## config.mk

```make
export PLATFORM = sky130hd
export DESIGN_NAME = lrwait_qnode_multi
export DESIGN_NICKNAME = d
export VERILOG_FILES = /design/src/rtl/lrwait_qnode_multi.sv
export SDC_FILE = /design/constraint.sdc
export NUM_CORES = 1
export LEC_CHECK = 0
export CORE_AREA = 2 2 235 121
export DETAILED_ROUTE_END_ITERATION = 8
export DIE_AREA = 0 0 237 123
export GPL_ROUTABILITY_DRIVEN = 0
export HOLD_SLACK_MARGIN = 0.12
export SKIP_LAST_GASP = 1
export SLEW_MARGIN = 10
export SYNTH_ARGS = -nofsm -noshare
export SYNTH_HDL_FRONTEND = slang
export SYNTH_SLANG_ARGS = --single-unit
```

## constraint.sdc

```tcl
create_clock -name clk_i -period 3.78 [get_ports clk_i]
set_clock_uncertainty 0.2 [all_clocks]
set_input_delay 0.756 -clock clk_i [delete_from_list [all_inputs] [get_ports clk_i]]
set_output_delay 0.756 -clock clk_i [all_outputs]
set_load 0.05 [all_outputs]
```

## src/rtl/lrwait_qnode_multi.sv

```systemverilog
// lrwait_qnode_multi: per-core LRWait/SCWait queue node with multiple concurrent reservation slots
module lrwait_qnode_multi #(
  parameter int unsigned NumSlots    = 2,
  parameter int unsigned MetaWidth   = 16,
  parameter int unsigned AddrWidth   = 32,
  parameter int unsigned MetaIdWidth = 6
) (
  input  logic                   clk_i,
  input  logic                   rst_i,
  input  logic [AddrWidth-1:0]   snitch_qaddr_i,
  input  logic                   snitch_qwrite_i,
  input  logic [3:0]             snitch_qamo_i,
  input  logic [31:0]            snitch_qdata_i,
  input  logic [3:0]             snitch_qstrb_i,
  input  logic [MetaIdWidth-1:0] snitch_qid_i,
  input  logic                   snitch_qvalid_i,
  output logic                   snitch_qready_o,
  output logic [31:0]            snitch_pdata_o,
  output logic                   snitch_perror_o,
  output logic [MetaIdWidth-1:0] snitch_pid_o,
  output logic                   snitch_pvalid_o,
  input  logic                   snitch_pready_i,
  output logic [AddrWidth-1:0]   tile_qaddr_o,
  output logic                   tile_qwrite_o,
  output logic [3:0]             tile_qamo_o,
  output logic [31:0]            tile_qdata_o,
  output logic [3:0]             tile_qstrb_o,
  output logic [MetaIdWidth-1:0] tile_qid_o,
  output logic                   tile_qlrwait_o,
  output logic                   tile_qvalid_o,
  input  logic                   tile_qready_i,
  input  logic [31:0]            tile_pdata_i,
  input  logic                   tile_perror_i,
  input  logic [MetaIdWidth-1:0] tile_pid_i,
  input  logic                   tile_plrwait_i,
  input  logic                   tile_pvalid_i,
  output logic                   tile_pready_o,
  output logic [NumSlots-1:0]    slots_busy_o
);
  localparam int unsigned IdxW = NumSlots > 1 ? $clog2(NumSlots) : 1;
  localparam logic [3:0] AmoLrWait = 4'hC;
  localparam logic [3:0] AmoScWait = 4'hD;
  typedef enum logic [1:0] {Idle, Ready, Queue, Wake} state_t;
  state_t                 state      [NumSlots];
  logic [AddrWidth-1:0]   addr       [NumSlots];
  logic [MetaIdWidth-1:0] instr_id   [NumSlots];
  logic [MetaWidth-1:0]   meta       [NumSlots];
  logic [NumSlots-1:0]    valid, sc_arrived;
  logic [NumSlots-1:0]    match_q, match_p, alloc, sc_now, succ_now, rsp_now;
  logic [IdxW-1:0]        free_idx, wake_idx;
  logic                   free_any, wake_any, is_lr, is_sc, lr_stall, q_hs, p_hs, wake_hs;
  assign is_lr = snitch_qamo_i == AmoLrWait;
  assign is_sc = snitch_qamo_i == AmoScWait;
  // an LRWait needs a free slot and must not reserve an address that is already held
  assign lr_stall = is_lr && (!free_any || |match_q);
  assign snitch_qready_o = !rst_i && !wake_any && !lr_stall && tile_qready_i;
  assign tile_qvalid_o   = !rst_i && (wake_any || (snitch_qvalid_i && !lr_stall));
  assign q_hs    = snitch_qvalid_i && snitch_qready_o;
  assign wake_hs = !rst_i && wake_any && tile_qready_i;
  assign tile_qaddr_o   = wake_any ? addr[wake_idx] : snitch_qaddr_i;
  assign tile_qwrite_o  = !wake_any && snitch_qwrite_i;
  assign tile_qamo_o    = wake_any ? AmoLrWait : snitch_qamo_i;
  assign tile_qdata_o   = wake_any ? 32'(meta[wake_idx]) : snitch_qdata_i;
  assign tile_qstrb_o   = wake_any ? 4'h0 : snitch_qstrb_i;
  assign tile_qid_o     = snitch_qid_i;
  assign tile_qlrwait_o = wake_any;
  // SuccUpdates are always swallowed here; everything else is wired through
  assign tile_pready_o   = !rst_i && (tile_plrwait_i || snitch_pready_i);
  assign snitch_pvalid_o = !rst_i && tile_pvalid_i && !tile_plrwait_i;
  assign snitch_pdata_o  = tile_pdata_i;
  assign snitch_perror_o = tile_perror_i;
  assign snitch_pid_o    = tile_pid_i;
  assign p_hs = tile_pvalid_i && tile_pready_o;
  // slot lookup plus lowest-index priority pick for allocation and WakeUp injection
  always_comb begin
    free_any = 1'b0;
    wake_any = 1'b0;
    free_idx = '0;
    wake_idx = '0;
    match_q = '0;
    match_p = '0;
    alloc = '0;
    sc_now = '0;
    succ_now = '0;
    rsp_now = '0;
    slots_busy_o = '0;
    for (int i = NumSlots - 1; i >= 0; i--) begin
      match_q[i] = valid[i] && addr[i] == snitch_qaddr_i;
      match_p[i] = valid[i] && instr_id[i] == tile_pid_i;
      slots_busy_o[i] = !rst_i && state[i] != Idle;
      if (!valid[i]) begin
        free_any = 1'b1;
        free_idx = IdxW'(i);
      end
      if (state[i] == Wake) begin
        wake_any = 1'b1;
        wake_idx = IdxW'(i);
      end
    end
    for (int i = 0; i < NumSlots; i++) begin
      alloc[i]    = q_hs && is_lr && !valid[i] && free_idx == IdxW'(i);
      sc_now[i]   = q_hs && is_sc && match_q[i];
      succ_now[i] = p_hs && tile_plrwait_i && match_p[i];
      rsp_now[i]  = p_hs && !tile_plrwait_i && match_p[i];
    end
  end
  // per-slot reservation state machine
  always_ff @(posedge clk_i) begin
    if (rst_i) begin
      for (int i = 0; i < NumSlots; i++) begin
        state[i] <= Idle;
        valid[i] <= 1'b0;
        sc_arrived[i] <= 1'b0;
        addr[i] <= '0;
        instr_id[i] <= '0;
        meta[i] <= '0;
      end
    end else begin
      for (int i = 0; i < NumSlots; i++) begin
        if (alloc[i]) begin
          valid[i] <= 1'b1;
          addr[i] <= snitch_qaddr_i;
          instr_id[i] <= snitch_qid_i;
        end
        case (state[i])
          Idle: begin
            if (succ_now[i]) begin
              state[i] <= Queue;
              meta[i] <= tile_pdata_i[MetaWidth-1:0];
            end else if (rsp_now[i]) state[i] <= Ready;
          end
          Ready: begin
            if (sc_now[i]) begin
              instr_id[i] <= snitch_qid_i;
              sc_arrived[i] <= 1'b1;
            end
            if (succ_now[i]) begin
              state[i] <= (sc_arrived[i] || sc_now[i]) ? Wake : Queue;
              meta[i] <= tile_pdata_i[MetaWidth-1:0];
            end else if (rsp_now[i] && sc_arrived[i]) begin
              state[i] <= Idle;
              valid[i] <= 1'b0;
              sc_arrived[i] <= 1'b0;
            end
          end
          Queue: begin
            if (sc_now[i]) begin
              state[i] <= Wake;
              instr_id[i] <= snitch_qid_i;
            end
          end
          default: begin
            if (wake_hs && wake_idx == IdxW'(i)) begin
              state[i] <= Idle;
              valid[i] <= 1'b0;
              sc_arrived[i] <= 1'b0;
            end
          end
        endcase
      end
    end
  end
  // ambiguous lookups and orphaned SuccUpdates indicate a protocol violation upstream
  always_ff @(posedge clk_i) begin
    if (!rst_i) begin
      if (snitch_qvalid_i) assert ($onehot0(match_q));
      if (tile_pvalid_i) assert ($onehot0(match_p));
      if (tile_pvalid_i && tile_plrwait_i) assert (|match_p);
    end
  end
endmodule

```

# Yosys cells after proc, flatten, opt, wreduce, memory -nomap -nowiden
# Memories as Yosys holds them, arrays and structs flattened.
# Index checks and enable logic that the tools add are counted.
[op_classes]
n_addsub = 0
mul = 0
div_mod_pow = 0
n_lt_le_gt_ge = 0
n_eq_ne = 12
n_shift = 0
n_mux = 120
bitwise = 28
reduce_logical = 63
[ops]
columns = ["operator", "n"]
rows = [
  ["32-bit 2-to-1 mux", 4],
  ["1-bit 2-to-1 mux", 88],
  ["32-bit == test", 2],
  ["16-bit 2-to-1 mux", 4],
  ["1-bit logical AND", 38],
  ["6-bit 2-to-1 mux", 6],
  ["2-bit 2-to-1 mux", 12],
  ["1-bit OR", 24],
  ["6-bit == test", 2],
  ["2-bit == test, second input constant", 4],
  ["4-bit == test, second input constant", 2],
  ["4-bit 2-to-1 mux", 2],
  ["1-bit case mux with 2 select lines", 4],
  ["2-bit nonzero test", 4],
  ["1-bit logical NOT", 7],
  ["2-bit OR reduction", 3],
  ["3-bit OR reduction", 2],
  ["1-bit logical OR", 5],
  ["2-bit by 1-bit == test with 1-bit output, second input constant", 2],
  ["2-bit logical NOT", 2],
  ["1-bit NOT", 4],
  ["2-bit AND reduction", 2],
]
[totals]
ff_bits = 4
latchBits = 0
ram_bits = 112
mem_bits_ro = 0
inputBits = 125
memories = 4
[mem_list]
columns = ["memory", "depth", "width", "read_ports", "rd_clocked_by_memory_dff", "write_ports", "line", "text"]
rows = [
  ["addr", 2, 32, 3, 0, 2, "45", "logic [AddrWidth-1:0] addr [NumSlots];"],
  ["meta", 2, 16, 1, 0, 2, "47", "logic [MetaWidth-1:0] meta [NumSlots];"],
  ["instr_id", 2, 6, 2, 0, 2, "46", "logic [MetaIdWidth-1:0] instr_id [NumSlots];"],
  ["state", 2, 2, 2, 0, 2, "44", "state_t state [NumSlots];"],
]

# Depth between registers and ports, before layout
# Gate-level depths: netlist (run 1).
[depth]
ltp_word = 18
ltp_mapped = 8

# Worst setup path before layout (run 1)
# No wires, ideal clock.
[synth_path]
path_kind = "input port to flip-flop"
start = "input rst_i"
end = "memory state[0][0] (netlist name) (enable)"
setup_time_ns = 0.293
arrival_ns = 3.131
required_time_ns = 3.287
slack_ns = 0.157
cell_stages = 6
path_buffers = 0
cell_sequence = "nor3b_1 > nand2_1 > or4_1 > a211oi_1 > nor2_1 > or3b_2"
[synth_rtl]
columns = ["item", "line", "text"]
rows = [
  ["start: declaration", "9", "input logic rst_i,"],
  ["end: declaration", "44", ""],
]

# Worst setup path in the final report (run 1)
[layout_path]
start = "input snitch_qaddr_i[9]"
end = "output tile_qvalid_o"
[layout_between]
elab_chain_len = 9
elab_cells_between_ends = 11
cone_classes = "eq/ne (2); reduce/logical (9)"
[layout_rtl]
columns = ["item", "line", "text"]
rows = [
  ["start: declaration", "10", "input logic [AddrWidth-1:0] snitch_qaddr_i,"],
  ["32-bit == test", "88", "match_q[i] = valid[i] && addr[i] == snitch_qaddr_i;"],
  ["1-bit logical AND", "88", ""],
  ["2-bit OR reduction *", "55", "assign lr_stall = is_lr && (!free_any || |match_q);"],
  ["1-bit logical OR *", "55", ""],
  ["1-bit logical AND *", "55", ""],
  ["1-bit logical NOT *", "57", "assign tile_qvalid_o = !rst_i && (wake_any || (snitch_qvalid_i && !lr_stall));"],
  ["1-bit logical AND *", "57", ""],
  ["1-bit logical OR *", "57", ""],
  ["1-bit logical AND *", "57", ""],
  ["end: declaration", "30", "output logic tile_qvalid_o,"],
]
# Every way passes the cells marked *; elsewhere a longest branch is shown, timed or not.

==> impl_summary.txt, run 1 <==
----------------------------------------------------
[Status]
  Status ... completed

[Cells and area]
  Layout cell share with drive strength beyond 1 ... 0.210
  Area of all placed cells without fillers ... 10,400 µm²
  Number of nets at the end of the flow ... 1,006
  Final Instance Count excl. Fillers ... 1,256
  Synth-to-layout area growth ... 49.6%
  Fill count ... 2,666

[Drt]
  Via count ... 5,662
  Iteration-0 DRC Markers ... 366
  Number of remaining DRC errors ... 0
  Average via count per standard cell ... 4.51
  DRT antenna net count ... 0
  Drt pass-1 iters ... 5
  Detail-routed net length per standard cell ... 18.1 µm
  Total wire length after detailed routing ... 22,700 µm

[Timing]
  Total of endpoints with negative setup slack in the final report ... 0
  Fin crit share ... 0.985
  Slew HR ... 0.624
  Unrepaired setup endpoints after global routing ... yes
  Fmax ... 269 MHz
  Final critical-path required period ... 3720 ps
  Sum Neg Setup Slack ... 0 ps
  Setup ws final ... 56.1 ps
  Max-slew violation count ... 0
  Worst-margin pin slew ... 564 ps
  Final number of hold-violating endpoints ... 0

[Logic synthesis]
  Number of cells produced by synthesis ... 650
  Ys Warns ... 0
  Top cell type's share of synthesized area ... 0.485
  Most common cell in the netlist ... sky130_fd_sc_hd__edfxtp_1
  Async set or reset register ratio after synthesis ... 0
  Syn avg cell area ... 10.7 µm²
  Count of flip-flops with a built-in enable after synthesis ... 112
  Share of synthesized area occupied by flip-flops and latches ... 0.496
  Cell area after synthesis ... 6940 µm²
  Synthesized flop and latch total ... 116
  Post-synth net total ... 775
  Largest area contributor in the netlist ... sky130_fd_sc_hd__edfxtp_1
  Cell types with the largest area share after synthesis ... sky130_fd_sc_hd__edfxtp_1, sky130_fd_sc_hd__xnor2_1, sky130_fd_sc_hd__mux2i_1
  Ys flop type ... sky130_fd_sc_hd__edfxtp_1
  Netlist cell types ... 46
  Synth top cells by count ... sky130_fd_sc_hd__edfxtp_1, sky130_fd_sc_hd__nor2_1, sky130_fd_sc_hd__xnor2_1

[Pwr]
  Switching part of the total power ... 0.294
  Net Switching ... 1150 µW
  Power per cell area ... 378 nW/µm²
  Clock network power share ... 0.397
  Portion of total power attributed to combinational logic ... 0.226
  Worst VDD drop ... 0.000220 V
  Part of the power in registers ... 0.377
  Internal power contribution ... 2770 µW
  Static leakage ... 0.00432 µW
  Power consumption ... 3930 µW

[CTS]
  Post-CTS clock slew at the launch and capture registers of the worst setup and hold paths ... 60 ps
  Hold buffers post-CTS ... 0
  Maximum clock insertion buffer count ... 2
  CTS tree ... done
  Count of H-tree levels built during CTS ... 4
  Clk Latency, worst-skew pair ... 430 ps
  Clock sinks ... 116
  Cell at the root of the clock tree ... sky130_fd_sc_hd__clkbuf_16
  Cts bufs inserted ... 17

[Worst setup path]
  WS Path Type ... input pin to output pin
  Flop-to-flop setup slack ... 780 ps
  Critical path endpoint category ... output pin
  Data required time at the worst endpoint ... 2820 ps
  Critical path peak fanout ... 3
  Crit start category ... input pin
  Worst EP arrival ... 2770 ps

[Placed design]
  Estimated wirelength of the detail-placed design ... 17,100 µm
  Total placed cells including tap cells ... 1,221
  Area post-placement ... 9620 µm²
  Placement Setup Slack ... -323 ps
  Count of buffers from port buffering ... 215

[Die]
  Number of standard-cell rows in the floorplan ... 43
  Die area ... 29,200 µm²
  X dimension of the die ... 237 µm
  Die Y-Extent ... 123 µm
  Area of the placeable core ... 27,200 µm²
  Effective utilization at floorplan ... 0.255
  Count of pins on the block boundary ... 250

[GRT]
  Pin count of the biggest net entering global routing ... 56
  First-pass GRT wire length ... 33,200 µm
  Vias in the first global route ... 5,415
  Antenna violations before repair ... 3
  All-Layer GR Usage ... 0.157
  Total gr overflow ... 0

[Worst hold path]
  Tightest Hold Check Type ... flop to flop

[Job]
  Max-cap viol count ... 0

----------------------------------------------------
## critical path, cell delays in order
cell,delay [ps]
sky130_fd_sc_hd__clkdlybuf4s50_1,440
sky130_fd_sc_hd__buf_4,160
sky130_fd_sc_hd__xnor2_1,180
sky130_fd_sc_hd__nand4_1,220
sky130_fd_sc_hd__nor4_2,250
sky130_fd_sc_hd__buf_4,170
sky130_fd_sc_hd__a32oi_2,110
sky130_fd_sc_hd__a211o_1,310
sky130_fd_sc_hd__buf_6,160
## kinds of logic (layout without fill, tap and decap cells)
| family | Yosys count | in the layout | synth area share |
|---|---|---|---|
| AND/OR/NAND/NOR | 240 | 240 | 0.191 |
| multiplexers | 48 | 48 | 0.0693 |
| AO/OA/AOI/OAI | 86 | 86 | 0.0732 |
| buffers and inverters | 84 | 328 | 0.0743 |
| flip-flops | 116 | 116 | 0.496 |
| other | 0 | 2 | 0 |
| XOR/XNOR | 76 | 76 | 0.0959 |
## per-stage QoR
step,utilization,hold WS [ps]
floorplan,-,268
global placement,0.354,296
detailed placement,0.354,316
CTS,0.379,323
global route,0.382,371
finish,0.382,319
## power groups by stage
stage	Clock, µW	Combinational, µW	Sequential, µW
6_report	1560	889	1480
5_1_grt	1660	935	1480
4_1_cts	1590	887	1480
3_5_place_dp	0	878	1500
3_3_place_gp	0	878	1500
2_1_floorplan	0	537	1500
## sequential cells by signal, summed over array words and instances (netlist names)
register	flops
addr	64
meta	32
instr_id	12
state	4
sc_arrived	2
valid	2
## layout make-up
type	count	area, µm²	area share
Tap cell	360	450	0.0434
Clock inverter	14	138	0.0133
Sequential cell	116	3440	0.332
Multi-Input combinational cell	450	3180	0.307
Antenna cell	2	5.00	0.000482
Clock buffer	18	429	0.0413
Timing Repair Buffer	291	2710	0.261
Inverter	5	18.8	0.00181
## path summary, 6_finish.rpt
check                                  startpoint  cells after the start       endpoint
worst max-delay path            snitch_qaddr_i[9]                      9  tile_qvalid_o
worst min-delay path                sc_arrived[1]                      2  sc_arrived[1]
worst max register to register        addr[0][21]                      9    addr[0][30]
worst min register to register      sc_arrived[1]                      2  sc_arrived[1]
## cell usage in the layout (no fill, tap or decap), types with 5 or more instances in the layout
cell / synthesis / final
sky130_fd_sc_hd__a21boi_1: 6 / 6
sky130_fd_sc_hd__a21oi_1: 55 / 55
sky130_fd_sc_hd__and2_1: 49 / 49
sky130_fd_sc_hd__and3_1: 26 / 26
sky130_fd_sc_hd__buf_12: 0 / 8
sky130_fd_sc_hd__buf_4: 45 / 107
sky130_fd_sc_hd__clkbuf_16: 0 / 17
sky130_fd_sc_hd__clkdlybuf4s50_1: 0 / 152
sky130_fd_sc_hd__clkinvlp_4: 0 / 6
sky130_fd_sc_hd__dlygate4sd2_1: 0 / 14
sky130_fd_sc_hd__dlymetal6s2s_1: 0 / 5
sky130_fd_sc_hd__edfxtp_1: 112 / 112
sky130_fd_sc_hd__inv_1: 5 / 5
sky130_fd_sc_hd__mux2i_1: 48 / 48
sky130_fd_sc_hd__nand2_1: 14 / 12
sky130_fd_sc_hd__nand3_1: 11 / 11
sky130_fd_sc_hd__nand4_1: 18 / 18
sky130_fd_sc_hd__nor2_1: 64 / 64
sky130_fd_sc_hd__nor2b_1: 24 / 24
sky130_fd_sc_hd__nor4_2: 1 / 5
sky130_fd_sc_hd__o21ai_0: 5 / 5
sky130_fd_sc_hd__xnor2_1: 59 / 43
sky130_fd_sc_hd__xnor2_2: 0 / 15
sky130_fd_sc_hd__xor2_1: 17 / 16
## per-layer routing
layer  vias to the layer above  track usage  wire length [µm]
met1                      2693        0.225             11100
met3                        24       0.0589              2000
met2                       194        0.212              9140
met5                         -            0                13
li1                       2749            -                 -
met4                         2       0.0558               388
## repair_timing
action | in CTS | in global routing
setup endpoints to repair | 2 | 2
setup buffers | 0 | 1
gates resized for setup | 36 | 21
endpoints found under the hold margin | 0 | 0
pin swaps | 21 | 12
Power figures use the tool's default switching activity.
==> run 2: changes to the inputs <==
--- a/config.mk
+++ b/config.mk
@@ -6,6 +6,7 @@
 export NUM_CORES = 1
 export LEC_CHECK = 0
 export CORE_AREA = 2 2 235 121
+export CTS_BUF_LIST = sky130_fd_sc_hd__clkbuf_4 sky130_fd_sc_hd__clkbuf_8 sky130_fd_sc_hd__clkbuf_16
 export DETAILED_ROUTE_END_ITERATION = 8
 export DIE_AREA = 0 0 237 123
 export GPL_ROUTABILITY_DRIVEN = 0
==> impl_summary.txt, run 2 (same netlist as run 1, synthesis figures left out) <==
----------------------------------------------------
[Timing]
  Fmax ... 268 MHz
  Final critical-path required period ... 3720 ps
  Worst-margin pin slew ... 567 ps
  Max-slew violation count ... 0
  Fin crit share ... 0.985
  Slew HR ... 0.622
  Unrepaired setup endpoints after global routing ... yes
  Worst Hold Margin ... 318 ps
  Total of endpoints with negative setup slack in the final report ... 0
  Final number of hold-violating endpoints ... 0
  Setup ws final ... 55.1 ps

[Worst setup path]
  Critical path endpoint category ... output pin
  Crit start category ... input pin
  Most repeated library cell on the critical path ... sky130_fd_sc_hd__buf_4
  R2R cell count ... 9
  Reg2Reg Capture Point ... addr[0][30]
  Cell type group with the largest total delay on the critical path ... buffers and inverters
  Source of the critical timing path ... snitch_qaddr_i[30]
  Crit path buffers/inverters ... 5
  End of the critical path ... tile_qvalid_o
  Crit Reg-Reg Startpoint ... addr[0][21]
  Cell chain of the critical path ... clkdlybuf4s50_1, buf_4, xnor2_1, buf_4, nand3_1, nor4_1, buf_4, a32oi_2, a211o_1, buf_6
  Data required time at the worst endpoint ... 2820 ps
  Worst EP arrival ... 2770 ps
  CP max-delay cell ... sky130_fd_sc_hd__clkdlybuf4s50_1
  Flop-to-flop setup slack ... 780 ps
  WS Path Type ... input pin to output pin
  Critical path peak fanout ... 3
  Highest cell delay on the worst timing path ... 450 ps
  Cell depth of the worst setup path ... 10

[Drt]
  DRT antenna net count ... 0
  Average via count per standard cell ... 4.49
  Detail-routed net length per standard cell ... 18.1 µm
  Drt pass-1 iters ... 7
  Total wire length after detailed routing ... 22,700 µm
  Via count ... 5,644
  Iteration-0 DRC Markers ... 362
  Number of remaining DRC errors ... 0

[Die]
  Area of the placeable core ... 27,200 µm²
  X dimension of the die ... 237 µm
  Effective utilization at floorplan ... 0.255
  Number of standard-cell rows in the floorplan ... 43
  Count of pins on the block boundary ... 250
  Die area ... 29,200 µm²
  Die Y-Extent ... 123 µm

[CTS]
  Cell at the root of the clock tree ... sky130_fd_sc_hd__clkbuf_16
  CTS tree ... done
  Maximum clock insertion buffer count ... 2
  Clk Latency, worst-skew pair ... 440 ps
  Post-CTS clock slew at the launch and capture registers of the worst setup and hold paths ... 60 ps
  Count of H-tree levels built during CTS ... 4
  Clock sinks ... 116
  Cts bufs inserted ... 17

[Cells and area]
  Synth-to-layout area growth ... 49.7%
  Most common cell after layout, fill and taps aside ... sky130_fd_sc_hd__clkdlybuf4s50_1
  Max reg flops ... 64
  Highest-count cells in the layout ignoring fill and taps ... sky130_fd_sc_hd__clkdlybuf4s50_1, sky130_fd_sc_hd__edfxtp_1, sky130_fd_sc_hd__buf_4
  Largest reg by FF count ... addr
  Registers with the most flip-flops ... addr: 64 flops, meta: 32 flops, instr_id: 12 flops
  Layout cell share with drive strength beyond 1 ... 0.211
  Final Instance Count excl. Fillers ... 1,256
  Fill count ... 2,665
  Number of nets at the end of the flow ... 1,006

[GRT]
  First-pass GRT wire length ... 33,200 µm
  Total gr overflow ... 0
  All-Layer GR Usage ... 0.157
  Antenna violations before repair ... 3
  Vias in the first global route ... 5,417
  Pin count of the biggest net entering global routing ... 56

[Pwr]
  Worst VDD drop ... 0.000220 V
  Power per cell area ... 379 nW/µm²
  Static leakage ... 0.00432 µW

[Placed design]
  Estimated wirelength of the detail-placed design ... 17,100 µm
  Count of buffers from port buffering ... 215
  Placement Setup Slack ... -323 ps
  Total placed cells including tap cells ... 1,221

[Job]
  Max-cap viol count ... 0

[Worst hold path]
  Hold Crit Start ... sc_arrived[1]
  Tightest Hold Check Type ... flop to flop

[Status]
  Status ... completed

----------------------------------------------------
-- run 2: per-layer routing --
layer	part of all wire	wire, µm	track usage	vias to the layer above
met1	0.50	11300	0.225	2677
met4	0.017	388	0.0558	2
li1	-	-	-	2749
met5	0.00057	13	0	-
met2	0.40	9090	0.212	192
met3	0.083	1880	0.0596	24
-- run 2: power breakdown --
group	switching [µW]	leakage, µW	internal [µW]
sequential	28.7	0.00119	1450
combinational	528	0.00287	361
clock	600	0.000265	967
total	1160	0.00432	2780
-- run 2: metrics by stage --
step           total power (µW)  utilization  cell area, µm²  setup TNS, ps
6_report                   3940        0.382           10400              0
3_5_place_dp               2380        0.354            9620         -14050
5_1_grt                    4080        0.382           10400          -39.0
4_1_cts                    3970        0.379           10300              0
2_1_floorplan              2030            -            6940              0
3_3_place_gp               2380        0.354            9620         -12880
-- run 2: worst min path at each step --
stage / cells after the start / slack, ps / end
5_1_grt: 2 / 370 / sc_arrived[0]
3_5_place_dp: 2 / 320 / sc_arrived[0]
4_1_cts: 2 / 320 / sc_arrived[0]
3_3_place_gp: 2 / 300 / sc_arrived[1]
2_1_floorplan: 2 / 270 / sc_arrived[1]
6_report: 2 / 320 / sc_arrived[1]
-- run 2: repair_timing --
action,in CTS,in global routing
resized for setup,36,21
endpoints found under the hold margin,0,0
hold buffers,0,0
pin swaps,21,12
buffers inserted,0,1
setup endpoints to repair,2,2
-- run 2: worst register-to-register path, delay by kind of cell, from the launching register on --
kind / cells / cell delay [ps]
flops: 1 / 420
compound gates: 1 / 220
simple gates: 4 / 1210
buf+inv: 3 / 500
xor+xnor: 1 / 180
-- run 2: layout make-up --
| class | count | area, µm² | area share |
|---|---|---|---|
| diodes | 2 | 5.00 | 0.000482 |
| clock buffers | 18 | 433 | 0.0417 |
| clock inverters | 14 | 138 | 0.0133 |
| inverters | 5 | 18.8 | 0.00181 |
| multi-input cells | 450 | 3180 | 0.307 |
| flip-flops and latches | 116 | 3440 | 0.332 |
| well taps | 360 | 450 | 0.0434 |
| repair buffers | 291 | 2710 | 0.261 |
